$ cat config.mk
export PLATFORM = sky130hd
export DESIGN_NAME = sd_cic_decimator_flat
export DESIGN_NICKNAME = d
export VERILOG_FILES = /design/src/rtl/sd_cic_decimator_if.sv /design/src/rtl/sd_cic_decimator.sv /design/src/flat_wrapper.sv
export SDC_FILE = /design/constraint.sdc
export NUM_CORES = 1
export LEC_CHECK = 0
export CORE_MARGIN = 3
export CORE_UTILIZATION = 46
export CTS_BUF_LIST = sky130_fd_sc_hd__clkbuf_4 sky130_fd_sc_hd__clkbuf_8
export CTS_CLUSTER_DIAMETER = 60
export DETAILED_ROUTE_END_ITERATION = 12
export GPL_TIMING_DRIVEN = 1
export PLACE_DENSITY = 0.72
export SLEW_MARGIN = 20
export SYNTH_ARGS = -nofsm -noshare
export SYNTH_HDL_FRONTEND = slang
export SYNTH_SLANG_ARGS = --single-unit
$ cat constraint.sdc
create_clock -name clk -period 13.13 [get_ports clk]
set_clock_uncertainty 0.1 [all_clocks]
set_input_delay 1.9695 -clock clk [delete_from_list [all_inputs] [get_ports clk]]
set_output_delay 1.9695 -clock clk [all_outputs]
set_load 0.01 [all_outputs]
$ cat src/rtl/sd_cic_decimator_if.sv
// Sample stream bundle between the sigma-delta filter, the CIC decimator and the sample consumer.
interface sd_cic_decimator_if #(
  parameter int IN_W  = 24,
  parameter int OUT_W = 24
);
  logic                    in_valid;
  logic signed [IN_W-1:0]  in_data;
  logic signed [OUT_W-1:0] out_data;
  logic                    out_valid;
  logic                    out_ready;
  logic                    overrun;
  logic                    busy;

  modport master (
    output in_valid, in_data, out_ready,
    input  out_data, out_valid, overrun, busy
  );

  modport slave (
    input  in_valid, in_data, out_ready,
    output out_data, out_valid, overrun, busy
  );
endinterface

$ cat src/rtl/sd_cic_decimator.sv
// N-stage CIC decimator by 2**LOG2R with a serial comb engine and a 2-entry output buffer.
// Optional ROUND_EN macro: round-half-up on the output word instead of truncation.
module sd_cic_decimator #(
  parameter int IN_W  = 24,
  parameter int OUT_W = 24,
  parameter int N     = 3,
  parameter int LOG2R = 6
) (
  input logic               clk,
  input logic               reset,
  sd_cic_decimator_if.slave bus
);
  localparam int ACC_W = IN_W + N * LOG2R;
  localparam int SH    = ACC_W - OUT_W;
  localparam int KW    = (N > 1) ? $clog2(N) : 1;

  typedef enum logic [1:0] {IDLE, COMB, PUSH} state_e;

  function automatic logic signed [OUT_W-1:0] round_out(input logic signed [ACC_W-1:0] v);
    logic [ACC_W-1:0] t;
`ifdef ROUND_EN
    t = v + (ACC_W'(1) << (SH - 1));
`else
    t = v;
`endif
    return t[ACC_W-1:SH];
  endfunction

  logic signed [ACC_W-1:0] integ_q [N];
  logic signed [ACC_W-1:0] integ_d [N];
  logic [LOG2R-1:0]        dec_q;
  logic                    take_last;

  state_e                  state_q, state_d;
  logic [KW-1:0]           stage_q;
  logic signed [ACC_W-1:0] x_q;
  logic signed [ACC_W-1:0] dly_q [N];
  logic signed [ACC_W-1:0] comb_c;
  logic                    snap_en, comb_en, push;

  logic signed [OUT_W-1:0] mem_q [2];
  logic signed [OUT_W-1:0] last_q;
  logic signed [OUT_W-1:0] res;
  logic                    rd_q, wr_ptr;
  logic [1:0]              cnt_q;
  logic                    overrun_q, pop, full, accept, drop;

  // Integrator cascade: each stage adds the freshly updated value of the stage before it.
  always_comb begin
    integ_d[0] = integ_q[0] + {{(ACC_W-IN_W){bus.in_data[IN_W-1]}}, bus.in_data};
    for (int k = 1; k < N; k++) begin
      integ_d[k] = integ_q[k] + integ_d[k-1];
    end
  end

  assign take_last = bus.in_valid & (&dec_q);

  always_ff @(posedge clk or posedge reset) begin
    if (reset) begin
      for (int k = 0; k < N; k++) integ_q[k] <= '0;
      dec_q <= '0;
    end else if (bus.in_valid) begin
      for (int k = 0; k < N; k++) integ_q[k] <= integ_d[k];
      dec_q <= dec_q + LOG2R'(1);
    end
  end

  always_ff @(posedge clk or posedge reset) begin
    if (reset) state_q <= IDLE;
    else       state_q <= state_d;
  end

  always_comb begin
    state_d = state_q;
    case (state_q)
      IDLE:    if (take_last) state_d = COMB;
      COMB:    if (stage_q == KW'(N - 1)) state_d = PUSH;
      PUSH:    state_d = IDLE;
      default: state_d = IDLE;
    endcase
  end

  always_comb begin
    snap_en = (state_q == IDLE) & take_last;
    comb_en = (state_q == COMB);
    push    = (state_q == PUSH);
    bus.busy = (state_q != IDLE);
  end

  // Serial comb: one differentiator stage per clock, working in place on x_q.
  assign comb_c = x_q - dly_q[stage_q];

  always_ff @(posedge clk or posedge reset) begin
    if (reset) begin
      x_q     <= '0;
      stage_q <= '0;
      for (int k = 0; k < N; k++) dly_q[k] <= '0;
    end else if (snap_en) begin
      x_q     <= integ_d[N-1];
      stage_q <= '0;
    end else if (comb_en) begin
      x_q            <= comb_c;
      dly_q[stage_q] <= x_q;
      stage_q        <= stage_q + KW'(1);
    end
  end

  // Output buffer: a push into a full buffer is only accepted when the head leaves on the same edge.
  assign res    = round_out(x_q);
  assign pop    = (cnt_q != 2'd0) & bus.out_ready;
  assign full   = (cnt_q == 2'd2);
  assign accept = push & (~full | pop);
  assign drop   = push & full & ~pop;
  assign wr_ptr = rd_q ^ cnt_q[0];

  always_ff @(posedge clk or posedge reset) begin
    if (reset) begin
      mem_q[0]  <= '0;
      mem_q[1]  <= '0;
      last_q    <= '0;
      rd_q      <= 1'b0;
      cnt_q     <= 2'd0;
      overrun_q <= 1'b0;
    end else begin
      if (accept) mem_q[wr_ptr] <= res;
      if (pop) begin
        last_q <= mem_q[rd_q];
        rd_q   <= ~rd_q;
      end
      cnt_q <= cnt_q + 2'(accept) - 2'(pop);
      if (drop) overrun_q <= 1'b1;
    end
  end

  assign bus.out_valid = (cnt_q != 2'd0);
  assign bus.out_data  = bus.out_valid ? mem_q[rd_q] : last_q;
  assign bus.overrun   = overrun_q;
endmodule

$ cat src/flat_wrapper.sv
// flat-port wrapper written by rule: the top's interface ports become plain ports
module sd_cic_decimator_flat 
#(
  parameter int IN_W  = 24,
  parameter int OUT_W = 24,
  parameter int N     = 3,
  parameter int LOG2R = 6
)
  (clk, reset, bus_in_valid, bus_in_data, bus_out_ready, bus_out_data, bus_out_valid, bus_overrun, bus_busy);
  sd_cic_decimator_if #(.IN_W(IN_W), .OUT_W(OUT_W)) bus_i ();
  input logic clk;
  input logic reset;
  input wire logic [$bits(bus_i.in_valid)-1:0] bus_in_valid;
  input wire logic [$bits(bus_i.in_data)-1:0] bus_in_data;
  input wire logic [$bits(bus_i.out_ready)-1:0] bus_out_ready;
  output wire logic [$bits(bus_i.out_data)-1:0] bus_out_data;
  output wire logic [$bits(bus_i.out_valid)-1:0] bus_out_valid;
  output wire logic [$bits(bus_i.overrun)-1:0] bus_overrun;
  output wire logic [$bits(bus_i.busy)-1:0] bus_busy;
  assign bus_i.in_valid = bus_in_valid;
  assign bus_i.in_data = bus_in_data;
  assign bus_i.out_ready = bus_out_ready;
  assign bus_out_data = bus_i.out_data;
  assign bus_out_valid = bus_i.out_valid;
  assign bus_overrun = bus_i.overrun;
  assign bus_busy = bus_i.busy;
  sd_cic_decimator #(.IN_W(IN_W), .OUT_W(OUT_W), .N(N), .LOG2R(LOG2R)) u_core (.clk(clk), .reset(reset), .bus(bus_i));
endmodule
==> impl_metrics.toml, run 1 <==
[die]
die_w_um = 236
die_area_sq_mm = 0.0556
start_util_pct = 46.9
io_pins = 55
die_y_um = 236
rows = 83
core_area_sq_mm = 0.0518

[clocking]
clock_latency_ps = 680
htree_levels = 3
clockBufferDepth = 3
clock_tree.root_cell = "clkbuf_8"
cts_made_buffers = 69
clock-sinks = 380
cts_resized = 0
cts_tree = "built"
path_clk_slew_ps = 60
holdBufCountCts = 0
cts_setup_buffers = 0

[global_route]
grt_overflow = 0
grt_max_degree = 103
track_usage_pct = 20.1
grt_pass1_vias = 18475
antenna_found_initial = 0
grt_pass1_wl_um = 93500

[synth]
postSynthAreaPerCell_sq_um = 10.1
synthFlopType = "dfrtp_1"
ys_seq_elements = 380
synth.largest_area_cell = "dfrtp_1"
synth.area.top_cells = "dfrtp_1 39%, mux2_2 13%, ha_1 8.9%, a21oi_1 5.1%, xnor2_1 3.6%"
seq_area_frac_synth_pct = 39.1
syn_area_sq_mm = 0.0243
syn-instance-count = 2407
synth_edf_count = 0
yosysWarnings = 0
yosysUniqueCellTypes = 87
synth.top_cell.area_share_pct = 39.1
synth.net_count = 2611
async_flop_share_pct = 100

[worst_setup_path]
critPathArrivalTime_ps = 9720
critPathMostFrequentCell = "a21o_1"
cpMaxStageDelayCell = "ha_1"
crit_type = "input pin to flip-flop"
cp_max_fo = 7
rrSetupSlack_ps = 5240
max_stage_delay_ps = 440
critPathCaptureType = "flip-flop"
start_kind = "input pin"
required_ps = 13600

[final_layout]
area_delta_synth_final_pct = 11.2
drive_gt1_share_pct = 19.3
n_antenna_cell = 0
nets = 2664

[timing]
tightestPinTransition_ps = 952
fin_crit_sh_pct = 70.4
finalSetupViolCount = 0
hold_viol = 0
rsz0062_at_grt = "no"
finalCriticalPeriod_ps = 9250
slew_headroom_pct = 36.6
fmax_mhz = 108
drv_slew = 0
finalSetupTns_ps = 0

[worst_hold_path]
hp-class = "flip-flop to flip-flop"

[route]
drc = 0
vias = 18318
wirelength_um = 56400
routedWlPerCell_um = 17.7
dr.pass1.iters = 5
ant_nets = 0
viasPerCell = 5.74
drt_first_iter_violations = 1250

[placed_design]
port_buffers = 54
gp_congestion = 0.902
place_hpwl_um = 39400

[run_status]
outcome = "completed"

[run]
maxCapViolations = 0
==> flip-flops by register name, indices dropped and copies added, names as in the netlist <==
register / flops
u_core.mem_q: 48
u_core.x_q: 42
u_core.rd_q: 1
u_core.dly_q: 126
u_core.integ_q: 126
u_core.cnt_q: 2
u_core.state_q: 2
u_core.dec_q: 6
u_core.bus.overrun: 1
u_core.stage_q: 2
u_core.last_q: 24
==> worst paths after layout <==
check / endpoint / startpoint / cells past startpoint
setup / recovery: u_core.integ_q[38] / bus_in_data[0] / 35
hold / removal: u_core.last_q[19] / u_core.last_q[19] / 2
setup reg to reg: u_core.integ_q[38] / u_core.integ_q[84] / 34
hold reg to reg: u_core.last_q[19] / u_core.last_q[19] / 2
max in group asynchronous: u_core.mem_q[38] / reset / 4
min in group asynchronous: u_core.integ_q[46] / reset / 2
==> critical path, delay by kind of cell <==
family,cells,cell delay (ps)
compound gates,19,3640
buf+inv,1,410
xor+xnor,2,340
fa+ha+maj,4,1430
mux,1,130
simple gates,8,1800
==> layer usage <==
metal	routed length, um	vias up	global-route usage [%]	share of wire [%]
met5	0	-	0	0
met1	27000	8895	27.9	48
li1	-	8909	-	-
met3	2410	110	3.26	4.3
met4	1440	0	6.47	2.6
met2	25600	404	32.1	45
==> synthesized netlist by cell type, types with 45 or more instances <==
| cell type | instances |
|---|---|
| xor2_1 | 45 |
| a21o_1 | 80 |
| inv_1 | 60 |
| ha_1 | 172 |
| a21oi_1 | 247 |
| mux2i_1 | 68 |
| mux2_2 | 286 |
| xnor2_1 | 100 |
| clkbuf_1 | 78 |
| nor2_1 | 174 |
| nand2_1 | 159 |
| o21ai_0 | 132 |
| dfrtp_1 | 380 |
==> metrics by stage <==
step / std cells / setup WS, ps / utilization (%) / hold slack, ps / area, sq um
after global routing: 3193 / 3060 / 52.1 / 399 / 27000
after global placement: 3069 / 3260 / 49.2 / 357 / 25500
final: 3193 / 3880 / 52.1 / 378 / 27000
after detailed placement: 3069 / 3160 / 49.2 / 370 / 25500
after floorplan: 2407 / 503 / - / 342 / 24300
after CTS: 3193 / 3860 / 52.1 / 384 / 27000
==> area by class of cell <==
class,count,area [sq um]
clock buffer,107,1360
clock inverter,17,134
fill,4518,24800
inverter,60,233
multi-input combinational,1874,14200
sequential,380,9510
tap,680,851
timing repair buffer,75,696
==> placed cells by master, fill, tap and decap left out, types with 11 or more instances in the layout <==
master / count
a31oi_1: 18
clkdlybuf4s50_1: 53
inv_1: 59
and3_1: 14
nor2_1: 172
o21bai_1: 26
ha_1: 172
o21a_1: 25
mux2i_1: 68
clkbuf_4: 18
nor2b_1: 22
xor2_1: 45
a21o_1: 80
a21oi_1: 247
nor3_1: 16
clkbuf_8: 89
mux2_2: 286
dfrtp_1: 379
nand2_1: 156
xnor2_1: 100
o211ai_1: 11
nand2b_1: 23
nand4_1: 23
buf_4: 22
o21ai_0: 132
nand3_1: 35
==> logic make-up (layout without fill, tap and decap cells) <==
logic type      after synthesis  count (layout)  share of synthesized area [%]
compound gates              664             664                           17.5
simple gates                534             534                           10.4
flops                       380             380                           39.1
mux                         354             354                           16.1
fa+ha+maj                   176             176                           9.19
buf+inv                     153             259                           2.38
xor+xnor                    146             146                           5.29
Power of run 1 is not shown: default switching activity piles up to over one toggle a cycle in this logic, so the estimate is an artifact.
==> run 2, diff against run 1 <==
- clock period: 13.13 -> 7.5 ns (I/O delays scaled with it)
==> run 2 against run 1 <==
Die area stayed put. Worst setup slack worse by 3600 ps. Largest cell class unchanged. Final area is 9.5% higher. Critical path depth stayed put. Sequential share of layout area is 3.0 points lower. Non-clock buffer count is 264 higher. Cell count is 8.4% higher.
==> impl_metrics.toml, run 2 (synthesis results as in run 1) <==
[run_status]
outcome = "completed"

[clocking]
cts_made_buffers = 72
clock-sinks = 380
clockBufferDepth = 3
clock_latency_ps = 670
holdBufCountCts = 0
path_clk_slew_ps = 60
htree_levels = 3
cts_tree = "built"
clock_tree.root_cell = "clkbuf_8"

[route]
drt_first_iter_violations = 1156
drc = 0
ant_nets = 0
wirelength_um = 59300
viasPerCell = 5.63
routedWlPerCell_um = 17.1
dr.pass1.iters = 5
vias = 19503

[die]
start_util_pct = 46.9
die_w_um = 236
die_y_um = 236
die_area_sq_mm = 0.0556
core_area_sq_mm = 0.0518
rows = 83
io_pins = 55

[worst_setup_path]
crit-reg2reg-launch = "u_core.integ_q[84]"
ff2ff_path_depth = 35
critPathCaptureType = "flip-flop"
crit_type = "input pin to flip-flop"
cpMaxStageDelayCell = "clkdlybuf4s50_1"
r2r-end = "u_core.integ_q[39]"
cp_max_fo = 4
required_ps = 7960
start_kind = "input pin"
max_stage_delay_ps = 420
critPathArrivalTime_ps = 7680
rrSetupSlack_ps = 450

[final_layout]
n_antenna_cell = 0
drive_gt1_share_pct = 29.3
nets = 2931
area_delta_synth_final_pct = 21.7
layout_commonest_cell = "dfrtp_1"
top_regs = "u_core.dly_q x126, u_core.integ_q x126, u_core.mem_q x48"
stdcell_area_sq_mm = 0.0296
final_cell_mix = "379 x dfrtp_1, 285 x mux2_2, 284 x buf_4"

[timing]
tightestPinTransition_ps = 937
fin_crit_sh_pct = 96.3
hold_viol = 0
whs_ps = 377
finalSetupViolCount = 0
fmax_mhz = 138
drv_slew = 0
slew_headroom_pct = 37.6
finalCriticalPeriod_ps = 7220

[global_route]
met1_usage_pct = 28.3
grt_overflow = 0
track_usage_pct = 20.9
top_usage_layer = "met2"
met3_usage_pct = 3.48
grt_pass1_wl_um = 97900
grt_max_degree = 133
grt_pass1_vias = 19845
met2_usage_pct = 34.3
antenna_found_initial = 0

[worst_hold_path]
whs_endpoint = "u_core.dec_q[5]"
min_path_cells = 1
hp-class = "flip-flop to flip-flop"
hp-start = "u_core.dec_q[5]"

[placed_design]
place_hpwl_um = 41600
gp_congestion = 0.924
dpl-instance-area_sq_mm = 0.0275
port_buffers = 54

[run]
maxCapViolations = 0
[run 2: through the flow]
stage / util, % / setup TNS (ps) / setup slack (ps) / instances
after floorplan: - / -26.8 / -26.8 / 2407
after global placement: 53.0 / -13110 / -732 / 3320
after detailed placement: 53.0 / -21310 / -922 / 3320
after CTS: 56.3 / 0 / 138 / 3455
after global routing: 57.1 / -108 / -60.5 / 3462
final: 57.1 / 0 / 277 / 3462
[run 2: per-layer routing]
layer	wire length, um	up-vias
met5	0	-
met3	2620	116
met1	27900	9462
li1	-	9452
met4	1560	0
met2	27200	473
[run 2: worst max path at each step]
stage          slack [ps]                 end      startpoint
6_report              280  u_core.integ_q[39]  bus_in_data[4]
5_1_grt               -60  u_core.integ_q[39]  bus_in_data[8]
2_1_floorplan         -30  u_core.integ_q[39]  bus_in_data[0]
3_5_place_dp         -920  u_core.integ_q[39]  bus_in_data[0]
4_1_cts               140  u_core.integ_q[39]  bus_in_data[1]
3_3_place_gp         -730  u_core.integ_q[39]  bus_in_data[0]
[run 2: cell type report]
type / count / area (sq um)
sequential: 380 / 9510
multi-input combinational: 1874 / 14700
tap: 680 / 851
fill: 4310 / 22200
clock inverter: 11 / 148
timing repair buffer: 339 / 2710
inverter: 60 / 229
clock buffer: 118 / 1440
[run 2: timing repair]
action | CTS | global route
resized for setup | 12 | 63
hold endpoints to repair | 0 | 0
endpoints found under the setup margin | 10 | 25
pin swaps | 24 | 51
setup buffers | 6 | 7
[run 2: worst max-delay path: cells and delay by family]
kind | cells | cell delay, ps
and+or+nand+nor | 5 | 860
muxes | 1 | 260
xor gates and xnor gates | 3 | 440
buffers and inverters | 6 | 1050
AOI/OAI and AO/OA | 17 | 3050
adders and majority gates | 3 | 860
Power of run 2 is left out for the same reason.
==> run 3, diff against run 2 <==
- DONT_BUFFER_PORTS: unset -> 1
- PLACE_DENSITY: 0.72 -> 0.71
==> run 3 against run 2 <==
Final area shrank 6.2%. Hold slack lost 110 ps. Via count is 3.9% lower. Clock-buffer cell count down 13. Global-route usage fell by 0.42 points. Flip-flop and latch count stayed put. Routed wire length is 3.7% lower. Critical path type unchanged.
==> impl_metrics.toml, run 3 (synthesis results as in run 1) <==
[run_status]
outcome = "completed"

[clocking]
htree_levels = 3
clockBufferDepth = 3
clock_tree.root_cell = "clkbuf_8"
cts_tree = "built"
holdBufCountCts = 0
clock_latency_ps = 690
path_clk_slew_ps = 70
cts_made_buffers = 71
clock-sinks = 380

[worst_setup_path]
crit-reg2reg-launch = "u_core.integ_q[84]"
max_stage_delay_ps = 390
cpMaxStageDelayCell = "fa_2"
crit_path_start = "bus_in_data[0]"
cp_max_fo = 4
required_ps = 7970
crit_type = "input pin to flip-flop"
critPathArrivalTime_ps = 7640
critPathCaptureType = "flip-flop"
start_kind = "input pin"

[timing]
fin_crit_sh_pct = 95.5
finalSetupViolCount = 0
fmax_mhz = 140
finalCriticalPeriod_ps = 7160
hold_viol = 0
drv_slew = 0
tightestPinTransition_ps = 849
slew_headroom_pct = 43.4
whs_ps = 268
worst_slack_ps = 338
finalSetupTns_ps = 0

[global_route]
track_usage_pct = 20.5
antenna_found_initial = 0
grt_overflow = 0
grt_max_degree = 138
grt_pass1_vias = 19017
grt_pass1_wl_um = 95900

[final_layout]
n_antenna_cell = 0
top_regs = "u_core.dly_q x126, u_core.integ_q x126, u_core.mem_q x48"
drive_gt1_share_pct = 25.2
nFillCells = 4456
area_delta_synth_final_pct = 14.3
final_cells = 3279
final_cell_mix = "379 x dfrtp_1, 286 x mux2_2, 240 x a21oi_1"
nets = 2750
layout_commonest_cell = "dfrtp_1"

[placed_design]
gp_congestion = 0.954
port_buffers = 0
place_hpwl_um = 40100
preCtsSetupSlack_ps = -485
post-place-cells = 3141

[die]
die_area_sq_mm = 0.0556
start_util_pct = 46.9
die_w_um = 236
io_pins = 55
die_y_um = 236
core_area_sq_mm = 0.0518
rows = 83

[route]
drt_first_iter_violations = 1279
vias = 18735
ant_nets = 0
wirelength_um = 57100
routedWlPerCell_um = 17.4
viasPerCell = 5.71
drc = 0
dr.pass1.iters = 5

[worst_hold_path]
hp-class = "input pin to asynchronous set/reset pin"

[run]
maxCapViolations = 0
-- run 3: metal layers --
layer,GRT usage [%],part of all wire (%)
met4,6.21,2.1
met1,28.6,48
met2,32.4,45
met3,3.87,4.9
met5,0,0
-- run 3: final timing paths --
kind / end / slack [ps] / cells past startpoint
setup / recovery: u_core.integ_q[39] / 340 / 32
hold / removal: u_core.dly_q[61] / 270 / 1
setup reg to reg: u_core.integ_q[39] / 340 / 32
hold reg to reg: u_core.dly_q[85] / 380 / 2
max in group asynchronous: u_core.integ_q[76] / 5230 / 3
min in group clk: u_core.dly_q[85] / 380 / 2
-- run 3: timing repair --
| action | 4_1_cts | 5_1_grt |
|---|---|---|
| setup buffers | 0 | 12 |
| resized for setup | 0 | 27 |
| setup endpoints to repair | 0 | 21 |
| hold endpoints to repair | 0 | 0 |
-- run 3: cell type report --
type	count	area (sq um)	area share (%)
clock buffers	105	1310	4.73
clock inverters	21	205	0.739
inverters	60	229	0.825
multi-input cells	1874	14400	52.0
flip-flops and latches	380	9510	34.3
well taps	680	851	3.07
repair buffers	159	1200	4.33
-- run 3: stage by stage --
stage                     util, %  instance area (sq um)
after global routing         53.6                  27800
after global placement       50.2                  26000
after floorplan                 -                  24400
final                        53.6                  27800
after CTS                    53.1                  27500
after detailed placement     50.2                  26000
-- run 3: worst max-delay path: cells and delay by family --
family | cells | cell delay (ps)
xor gates and xnor gates | 3 | 370
buffers and inverters | 2 | 290
muxes | 1 | 270
and+or+nand+nor | 5 | 1030
adders and majority gates | 4 | 1140
AOI/OAI and AO/OA | 17 | 3360
Power of run 3 is left out for the same reason.
